File: src/rtl/add_sub_pipe.sv
// Two-stage pipelined adder/subtractor with a valid/ready handshake.
// The carry chain is split: stage 1 adds the low half and registers the
// inter-half carry, stage 2 adds the high half and forms flags and
// optional saturation. Only the valid flags are reset; data registers
// are masked at the outputs while no result is valid.
module add_sub_pipe #(
  parameter int WIDTH = 8,
  parameter bit SAT   = 1'b0
) (
  input  logic             clk_in,
  input  logic             rst_n_in,
  input  logic             valid_in,
  output logic             ready_out,
  input  logic [WIDTH-1:0] a_in,
  input  logic [WIDTH-1:0] b_in,
  input  logic             sub_in,
  input  logic             signed_in,
  output logic             valid_out,
  input  logic             ready_in,
  output logic [WIDTH-1:0] sum_out,
  output logic             carry_out,
  output logic             ovf_out,
  output logic             zero_out,
  output logic             neg_out
);

  localparam int HALF = WIDTH / 2;

  if (WIDTH < 4 || (WIDTH % 2) != 0) begin : g_bad_width
    $error("add_sub_pipe: WIDTH must be even and at least 4");
  end

  // Overflow: signed uses operand/result sign rule, unsigned uses carry/borrow.
  function automatic logic calc_ovf(input logic sgn, input logic sub,
                                    input logic a_msb, input logic b_msb,
                                    input logic r_msb, input logic cy);
    if (sgn)
      return (a_msb == b_msb) && (r_msb != a_msb);
    else if (sub)
      return !cy;
    else
      return cy;
  endfunction

  // Clamp the wrapped result to the representable limit on overflow.
  function automatic logic [WIDTH-1:0] saturate(input logic [WIDTH-1:0] r,
                                                input logic ovf, input logic sgn,
                                                input logic sub, input logic a_msb);
    if (SAT == 1'b0 || !ovf)
      return r;
    if (sgn)
      return a_msb ? {1'b1, {(WIDTH-1){1'b0}}} : {1'b0, {(WIDTH-1){1'b1}}};
    return sub ? {WIDTH{1'b0}} : {WIDTH{1'b1}};
  endfunction

  logic             vld_p1, vld_p2;
  logic             ld_p1, ld_p2;

  logic [HALF-1:0]  lo_p1;
  logic             cy_p1;
  logic [HALF-1:0]  a_hi_p1;
  logic [HALF-1:0]  b_hi_p1;
  logic             sub_p1;
  logic             sgn_p1;

  logic [WIDTH-1:0] sum_p2;
  logic             carry_p2;
  logic             ovf_p2;
  logic             sgn_p2;

  logic [WIDTH-1:0] b_eff;
  logic [HALF:0]    lo_raw;
  logic [HALF:0]    hi_raw;
  logic [WIDTH:0]   raw;
  logic             ovf_c;

  // Stage 2 frees up when empty or its result is taken; stage 1 when it
  // is empty or can advance into stage 2.
  assign ld_p2     = !vld_p2 || ready_in;
  assign ld_p1     = !vld_p1 || ld_p2;
  assign ready_out = !vld_p1 || !vld_p2 || ready_in;

  // ---- stage 0 -> 1: low half of the carry chain ----
  assign b_eff  = sub_in ? ~b_in : b_in;
  assign lo_raw = {1'b0, a_in[HALF-1:0]} + {1'b0, b_eff[HALF-1:0]}
                + {{HALF{1'b0}}, sub_in};

  // ---- stage 1 -> 2: high half, flags and saturation ----
  assign hi_raw = {1'b0, a_hi_p1} + {1'b0, b_hi_p1} + {{HALF{1'b0}}, cy_p1};
  assign raw    = {hi_raw, lo_p1};
  assign ovf_c  = calc_ovf(sgn_p1, sub_p1, a_hi_p1[HALF-1], b_hi_p1[HALF-1],
                           raw[WIDTH-1], raw[WIDTH]);

  // Valid flags: cleared asynchronously, advance with the load enables.
  always_ff @(posedge clk_in or negedge rst_n_in) begin
    if (!rst_n_in) begin
      vld_p1 <= 1'b0;
      vld_p2 <= 1'b0;
    end else begin
      if (ld_p1) vld_p1 <= valid_in;
      if (ld_p2) vld_p2 <= vld_p1;
    end
  end

  // Stage 1 data: low-half sum, inter-half carry and the operands' upper halves.
  always_ff @(posedge clk_in) begin
    if (ld_p1 && valid_in) begin
      lo_p1   <= lo_raw[HALF-1:0];
      cy_p1   <= lo_raw[HALF];
      a_hi_p1 <= a_in[WIDTH-1:HALF];
      b_hi_p1 <= b_eff[WIDTH-1:HALF];
      sub_p1  <= sub_in;
      sgn_p1  <= signed_in;
    end
  end

  // Stage 2 data: final result, raw carry and overflow.
  always_ff @(posedge clk_in) begin
    if (ld_p2 && vld_p1) begin
      sum_p2   <= saturate(raw[WIDTH-1:0], ovf_c, sgn_p1, sub_p1, a_hi_p1[HALF-1]);
      carry_p2 <= raw[WIDTH];
      ovf_p2   <= ovf_c;
      sgn_p2   <= sgn_p1;
    end
  end

  // Outputs read as zero (zero_out = 1) whenever no result is held.
  assign valid_out = vld_p2;
  assign sum_out   = vld_p2 ? sum_p2 : {WIDTH{1'b0}};
  assign carry_out = vld_p2 && carry_p2;
  assign ovf_out   = vld_p2 && ovf_p2;
  assign zero_out  = (sum_out == {WIDTH{1'b0}});
  assign neg_out   = vld_p2 && sgn_p2 && sum_out[WIDTH-1];

endmodule

File: config.mk
export PLATFORM = sky130hd
export DESIGN_NAME = add_sub_pipe
export DESIGN_NICKNAME = d
export VERILOG_FILES = /design/src/rtl/add_sub_pipe.sv
export SDC_FILE = /design/constraint.sdc
export NUM_CORES = 1
export LEC_CHECK = 0
export CAP_MARGIN = 20
export CORE_ASPECT_RATIO = 1.5
export CORE_MARGIN = 10
export CORE_UTILIZATION = 35
export CTS_CLUSTER_SIZE = 25
export DETAILED_ROUTE_END_ITERATION = 10
export HOLD_SLACK_MARGIN = 0.05
export PLACE_DENSITY_LB_ADDON = 0.08
export SLEW_MARGIN = 20
export SYNTH_ARGS = -nofsm -noshare
export SYNTH_HDL_FRONTEND = slang
export SYNTH_SLANG_ARGS = --single-unit
File: constraint.sdc
create_clock -name clk_in -period 2.23 [get_ports clk_in]
set_clock_uncertainty 0.2 [all_clocks]
set_input_delay 0.5575 -clock clk_in [delete_from_list [all_inputs] [get_ports clk_in]]
set_output_delay 0.5575 -clock clk_in [all_outputs]
set_load 0.1 [all_outputs]
==> out/qor.yml, run 1 <==
sta:
  setup_slack_ns: -0.0999
  hold_viol_final: 0
  maxSlewHeadroom_pct: 84.0
  worst_pin_slew_ns: 0.240
  rsz0062_at_grt: "true"
  period_share_pct: 104
  finalSetupViolations: 1
  max_freq_mhz: 429
  slew_violations: 0
  period_needed_ns: 2.33
die:
  ios: 36
  die_x_microns: 70.5
  die-area_sq_um: 6740
  initial_core_util_pct: 36.3
  core_area_sq_um: 3680
  fp-row-count: 27
  die-height_microns: 95.7
final_layout:
  regArea_sq_um: 835
  drive_gt1_share_pct: 30.1
  fillers: 314
  utilization_pct: 54.3
  fin_nets: 165
  stdcell_area_sq_um: 2000
  multiInputGateArea_sq_um: 508
  fin_cells: 176
  synthToLayoutAreaGrowth_pct: 49.6
  num_antenna_cells: 0
critical_path:
  critPathArrivalTime_ns: 1.57
  crit_path_end_kind: "output port"
  cp-startpoint: "sum_p2[2]"
  r2r_slack_ns: 0.12
  worst-r2r-cell-count: 7
  start_kind: "register"
  crit_path_end: "zero_out"
  r2r-start: "cy_p1"
  cp_data_required_time_ns: 1.47
  cp_max_fo: 2
  critical_path_class: "reg -> out"
  r2r-end: "ovf_p2"
logic_synthesis:
  synth-edff-count: 26
  ys_async_sr_fraction_pct: 7.14
  syn_avg_cell_area_sq_um: 14.8
  syn_inst: 90
  synth_top_area_share_pct: 58.4
  synth_ff_type: "edfxtp_1"
  synth_top_area_cell: "edfxtp_1"
  synth.net_count: 121
  synth_common_cells: "edfxtp_1 (26), and2_1 (12), xor2_1 (10)"
  synth_seq_area_share_pct: 62.2
  yosysMostFrequentCell: "edfxtp_1"
  yosys_warnings: 0
  synth_area_leaders: "edfxtp_1 (58%), xor2_1 (6.6%), and2_1 (5.6%), ha_1 (5.6%), fa_1 (4.5%)"
  ys_ff_latch: 28
  syn-cell-area_sq_um: 1340
  synth_cell_types: 21
placement:
  dp_cells: 171
  placed_area_sq_um: 1930
  gp_congestion: 0.691
  dp_slack_ns: -0.392
  io_buffers: 35
power_and_ir_drop:
  pwr-share-comb_pct: 37.3
  p_clk_share_pct: 19.3
  switching_share_pct: 32.7
  p_switching_uw: 509
  p_int_uw: 1050
  p_total_uw: 1560
  seqPwrFrac_pct: 43.4
  ir_worst_vdd_v: 0.000446
  powerDensity_nw_per_um2: 779
  leakage_uw: 0.000797
clocking:
  cts_tree: "built"
  h-tree-depth: 1
  ctsRootBufferMaster: "clkbuf_8"
  clockBufferDepth: 2
  clock-sinks: 28
  clk_pin_slew_worst_paths_ns: 0.08
  clock_latency_ns: 0.27
  cts_buffers: 3
route:
  avgRoutedWirePerCell_microns: 13.1
  viasPerCell: 4.60
  drtIter0Drc: 22
  routed_wl_microns: 2300
  drtPass1Iterations: 4
  route.vias.total: 809
  antenna_left: 0
  drc: 0
global_route:
  antenna_found_initial: 0
  grt.total_usage_pct: 7.13
  grt_pass1_vias: 906
  grt_first_pass_wirelength_microns: 3890
  grt.overflow.total: 0
  grt_max_degree: 16
run_status:
  violations: "negative setup slack"
  status: "finished with violations"
flow_run:
  max_cap_viol_count: 0
worst_hold_path:
  min_path_type: "reg -> reg"
  whs_path_depth: 0
-- per-stage QoR --
step / hold slack [ns] / setup TNS (ns)
after floorplan: 0.0619 / -3.12
after global placement: 0.202 / -0.881
after detailed placement: 0.208 / -1.03
after CTS: 0.228 / -0.118
after global routing: 0.224 / -0.148
final: 0.226 / -0.0999
-- placed cells by master, fill, tap and decap left out, types with 2 or more instances in the layout --
| cell | Yosys | layout |
|---|---|---|
| a21o_1 | 4 | 4 |
| and2_1 | 12 | 2 |
| fa_1 | 3 | 3 |
| buf_4 | 0 | 6 |
| nor2_1 | 2 | 2 |
| nand2b_1 | 5 | 5 |
| xor2_1 | 10 | 10 |
| or4_4 | 0 | 2 |
| clkbuf_8 | 0 | 4 |
| a21oi_1 | 2 | 2 |
| edfxtp_1 | 26 | 26 |
| buf_12 | 0 | 14 |
| xnor2_1 | 4 | 4 |
| inv_1 | 4 | 4 |
| clkdlybuf4s50_1 | 0 | 19 |
| dlygate4sd2_1 | 0 | 2 |
| and2_2 | 0 | 9 |
| ha_1 | 6 | 6 |
-- metal layers --
metal / up-vias / track usage [%] / routed length [microns]
li1: 399 / - / -
met1: 375 / 5.95 / 765
met2: 31 / 13.7 / 1290
met3: 4 / 2.81 / 197
met4: 0 / 4.46 / 46
met5: - / 0 / 0
-- critical path, cell delays in order (launching register included) --
cell,delay (ns)
edfxtp_1,0.39
or4_4,0.56
o21ai_4,0.18
buf_12,0.19
-- power groups by stage --
| stage | logic (uW) | registers, uW | clock network [uW] |
|---|---|---|---|
| after global placement | 576 | 685 | 0 |
| after CTS | 587 | 676 | 320 |
| after detailed placement | 586 | 687 | 0 |
| final | 582 | 676 | 300 |
| after global routing | 612 | 685 | 338 |
| after floorplan | 359 | 687 | 0 |
-- state kept, by name (all words and copies together) (netlist names), 4 cells and up --
signal and count:
b_hi_p1 4, sum_p2 8, a_hi_p1 4, lo_p1 4
-- repair_timing --
item / in CTS / in global routing
hold buffers: 0 / 0
resized for setup: 4 / 0
endpoints found under the setup margin: 3 / 2
setup buffers: 0 / 1
pin swaps: 0 / 1
-- worst min-delay path by stage --
stage | endpoint | slack (ns) | from
after detailed placement | sum_p2[3] | 0.21 | lo_p1[3]
after global routing | valid_out | 0.22 | rst_n_in
final | sum_p2[3] | 0.23 | lo_p1[3]
after global placement | sum_p2[2] | 0.20 | lo_p1[2]
after CTS | valid_out | 0.23 | rst_n_in
after floorplan | vld_p1 | 0.06 | rst_n_in
-- logic make-up after synthesis --
group | Yosys count | synth area share (%)
adder cells (fa/ha/maj) | 9 | 10.1
multiplexers | 1 | 1.12
AO/OA/AOI/OAI | 9 | 4.49
flip-flops | 28 | 62.2
AND/OR/NAND/NOR | 23 | 10.7
buffers and inverters | 6 | 2.25
XOR/XNOR | 14 | 9.18
-- cell type report --
class                   instances  area share, %
multi-input cells              56           25.4
clock buffers                   4           2.75
repair buffers                 41           26.7
inverters                       4          0.751
flip-flops and latches         28           41.7
well taps                      43           2.69
No activity file was read; power rests on OpenSTA's default activity.
==> run 2, diff against run 1 <==
--- a/config.mk
+++ b/config.mk
@@ -11,6 +11,7 @@
 export CORE_UTILIZATION = 35
 export CTS_CLUSTER_SIZE = 25
 export DETAILED_ROUTE_END_ITERATION = 10
+export GPL_TIMING_DRIVEN = 0
 export HOLD_SLACK_MARGIN = 0.05
 export PLACE_DENSITY_LB_ADDON = 0.08
 export SLEW_MARGIN = 20
==> run 2 against run 1 <==
Effect of this change:
- the run still ends with negative setup slack left
- sequential power fell by 0.7%
- core utilization down 4.1 points
- sequential share of layout area grew 3.4 points
- first-iteration DRC count fell by 64%
- worst setup slack worse by 0.0080 ns
- critical path type unchanged
- non-clock buffer count down 1
- routed wire length is 4.0% lower
- largest cell class unchanged
- worst hold slack worse by 0.0021 ns
==> out/qor.yml, run 2 (synthesized netlist as in run 1, its figures left out) <==
placement:
  gp_congestion: 0.692
  dp_slack_ns: -0.867
  io_buffers: 35
  dpl.hpwl_microns: 1750
  placed_area_sq_um: 1770
  dp_cells: 168
die:
  die-area_sq_um: 6740
  ios: 36
  die-height_microns: 95.7
  initial_core_util_pct: 36.3
  core_area_sq_um: 3680
  fp-row-count: 27
  die_x_microns: 70.5
power_and_ir_drop:
  p_int_uw: 943
  pwr-share-comb_pct: 34.5
  powerDensity_nw_per_um2: 772
  ir_worst_vdd_v: 0.000417
  seqPwrFrac_pct: 47.0
  switching_share_pct: 33.9
  p_switching_uw: 484
  p_clk_share_pct: 18.5
  leakage_uw: 0.000734
critical_path:
  start_kind: "register"
  worstPathCellList: "or4_4, o21ai_4, buf_12"
  critPathArrivalTime_ns: 1.58
  cpMaxStageDelayCell: "or4_4"
  critical_path_class: "reg -> out"
  cpPeakStageDelay_ns: 0.56
  crit_path_end_kind: "output port"
  cp_data_required_time_ns: 1.47
  cp_max_fo: 2
global_route:
  antenna_found_initial: 0
  grt_first_pass_wirelength_microns: 3620
  grt_max_degree: 16
  grt_pass1_vias: 848
  grt.overflow.total: 0
  grt.total_usage_pct: 6.55
final_layout:
  num_antenna_cells: 0
  synthToLayoutAreaGrowth_pct: 38.4
  layout_common_cells: "edfxtp_1 (26), clkdlybuf4s50_1 (19), buf_4 (12), xor2_1 (9), and2_2 (9)"
  drive_gt1_share_pct: 30.3
  stdcell_area_sq_um: 1850
  regMostFlops: "sum_p2"
  largest_reg_flops: 8
  mostFrequentLayoutCell: "edfxtp_1"
  fin_cells: 175
  fin_nets: 164
route:
  avgRoutedWirePerCell_microns: 12.6
  drc: 0
  viasPerCell: 4.54
  drtIter0Drc: 8
  routed_wl_microns: 2200
  drtPass1Iterations: 2
  antenna_left: 0
  route.vias.total: 794
sta:
  max_freq_mhz: 428
  maxSlewHeadroom_pct: 63.8
  period_share_pct: 105
  hold_slack_ns: 0.224
  finalSetupViolations: 1
  slew_violations: 0
  setup_slack_ns: -0.108
  worst_pin_slew_ns: 0.546
  period_needed_ns: 2.34
  rsz0062_at_grt: "true"
  hold_viol_final: 0
run_status:
  violations: "negative setup slack"
  status: "finished with violations"
clocking:
  clock-sinks: 28
  clock_latency_ns: 0.26
  ctsRootBufferMaster: "clkbuf_8"
  h-tree-depth: 1
  cts_buffers: 3
  clk_pin_slew_worst_paths_ns: 0.08
  cts_tree: "built"
  clockBufferDepth: 2
flow_run:
  max_cap_viol_count: 0
worst_hold_path:
  min_path_type: "reg -> reg"
## run 2: worst paths after layout
path,start,end,slack [ns],cells past startpoint
worst max-delay path,sum_p2[1],zero_out,-0.11,3
worst min-delay path,lo_p1[1],sum_p2[1],0.22,0
worst max register to register,cy_p1,ovf_p2,0.19,7
worst min register to register,lo_p1[1],sum_p2[1],0.22,0
max in group asynchronous,rst_n_in,valid_out,1.44,1
min in group asynchronous,rst_n_in,valid_out,0.25,1
## run 2: stage by stage
stage	total power [uW]	TNS [ns]	utilization, %
finish	1430	-0.108	50.2
global route	1500	-0.151	50.2
CTS	1450	-0.115	49.9
detailed placement	1170	-8.85	48.0
global placement	1170	-8.39	48.0
floorplan	1050	-3.12	-
## run 2: power groups by stage
stage                     combinational [uW]  clock (uW)  sequential (uW)
after floorplan                          359           0              687
after global placement                   486           0              681
after detailed placement                 491           0              682
after CTS                                497         282              672
after global routing                     526         299              677
final                                    492         264              671
## run 2: area by class of cell
cell class / count / area (sq um)
buffer: 2 / 16.3
clock buffer: 4 / 45.0
fill: 329 / 1830
inverter: 4 / 15.0
multi-input combinational: 56 / 518
sequential: 28 / 835
tap: 43 / 53.8
timing repair buffer: 38 / 367
## run 2: repair_timing
item	in CTS	in global routing
setup endpoints to repair	16	3
cloned	0	0
pin swaps	1	1
hold buffers	0	0
gates resized for setup	85	2
buffers inserted	3	0
## run 2: layer usage
metal,wire (microns),share of wire (%),vias up,GRT usage [%]
met4,28,1.3,0,2.97
met1,802,36,366,5.87
met3,198,9.0,4,3.01
li1,-,-,397,-
met2,1170,53,27,12.2
met5,0,0,-,0
## run 2: worst max-delay path: cells and delay by family (launching register included)
family	cells	cell delay, ns
AO/OA/AOI/OAI	1	0.18
buffers and inverters	1	0.19
flip-flops	1	0.39
AND/OR/NAND/NOR	1	0.56
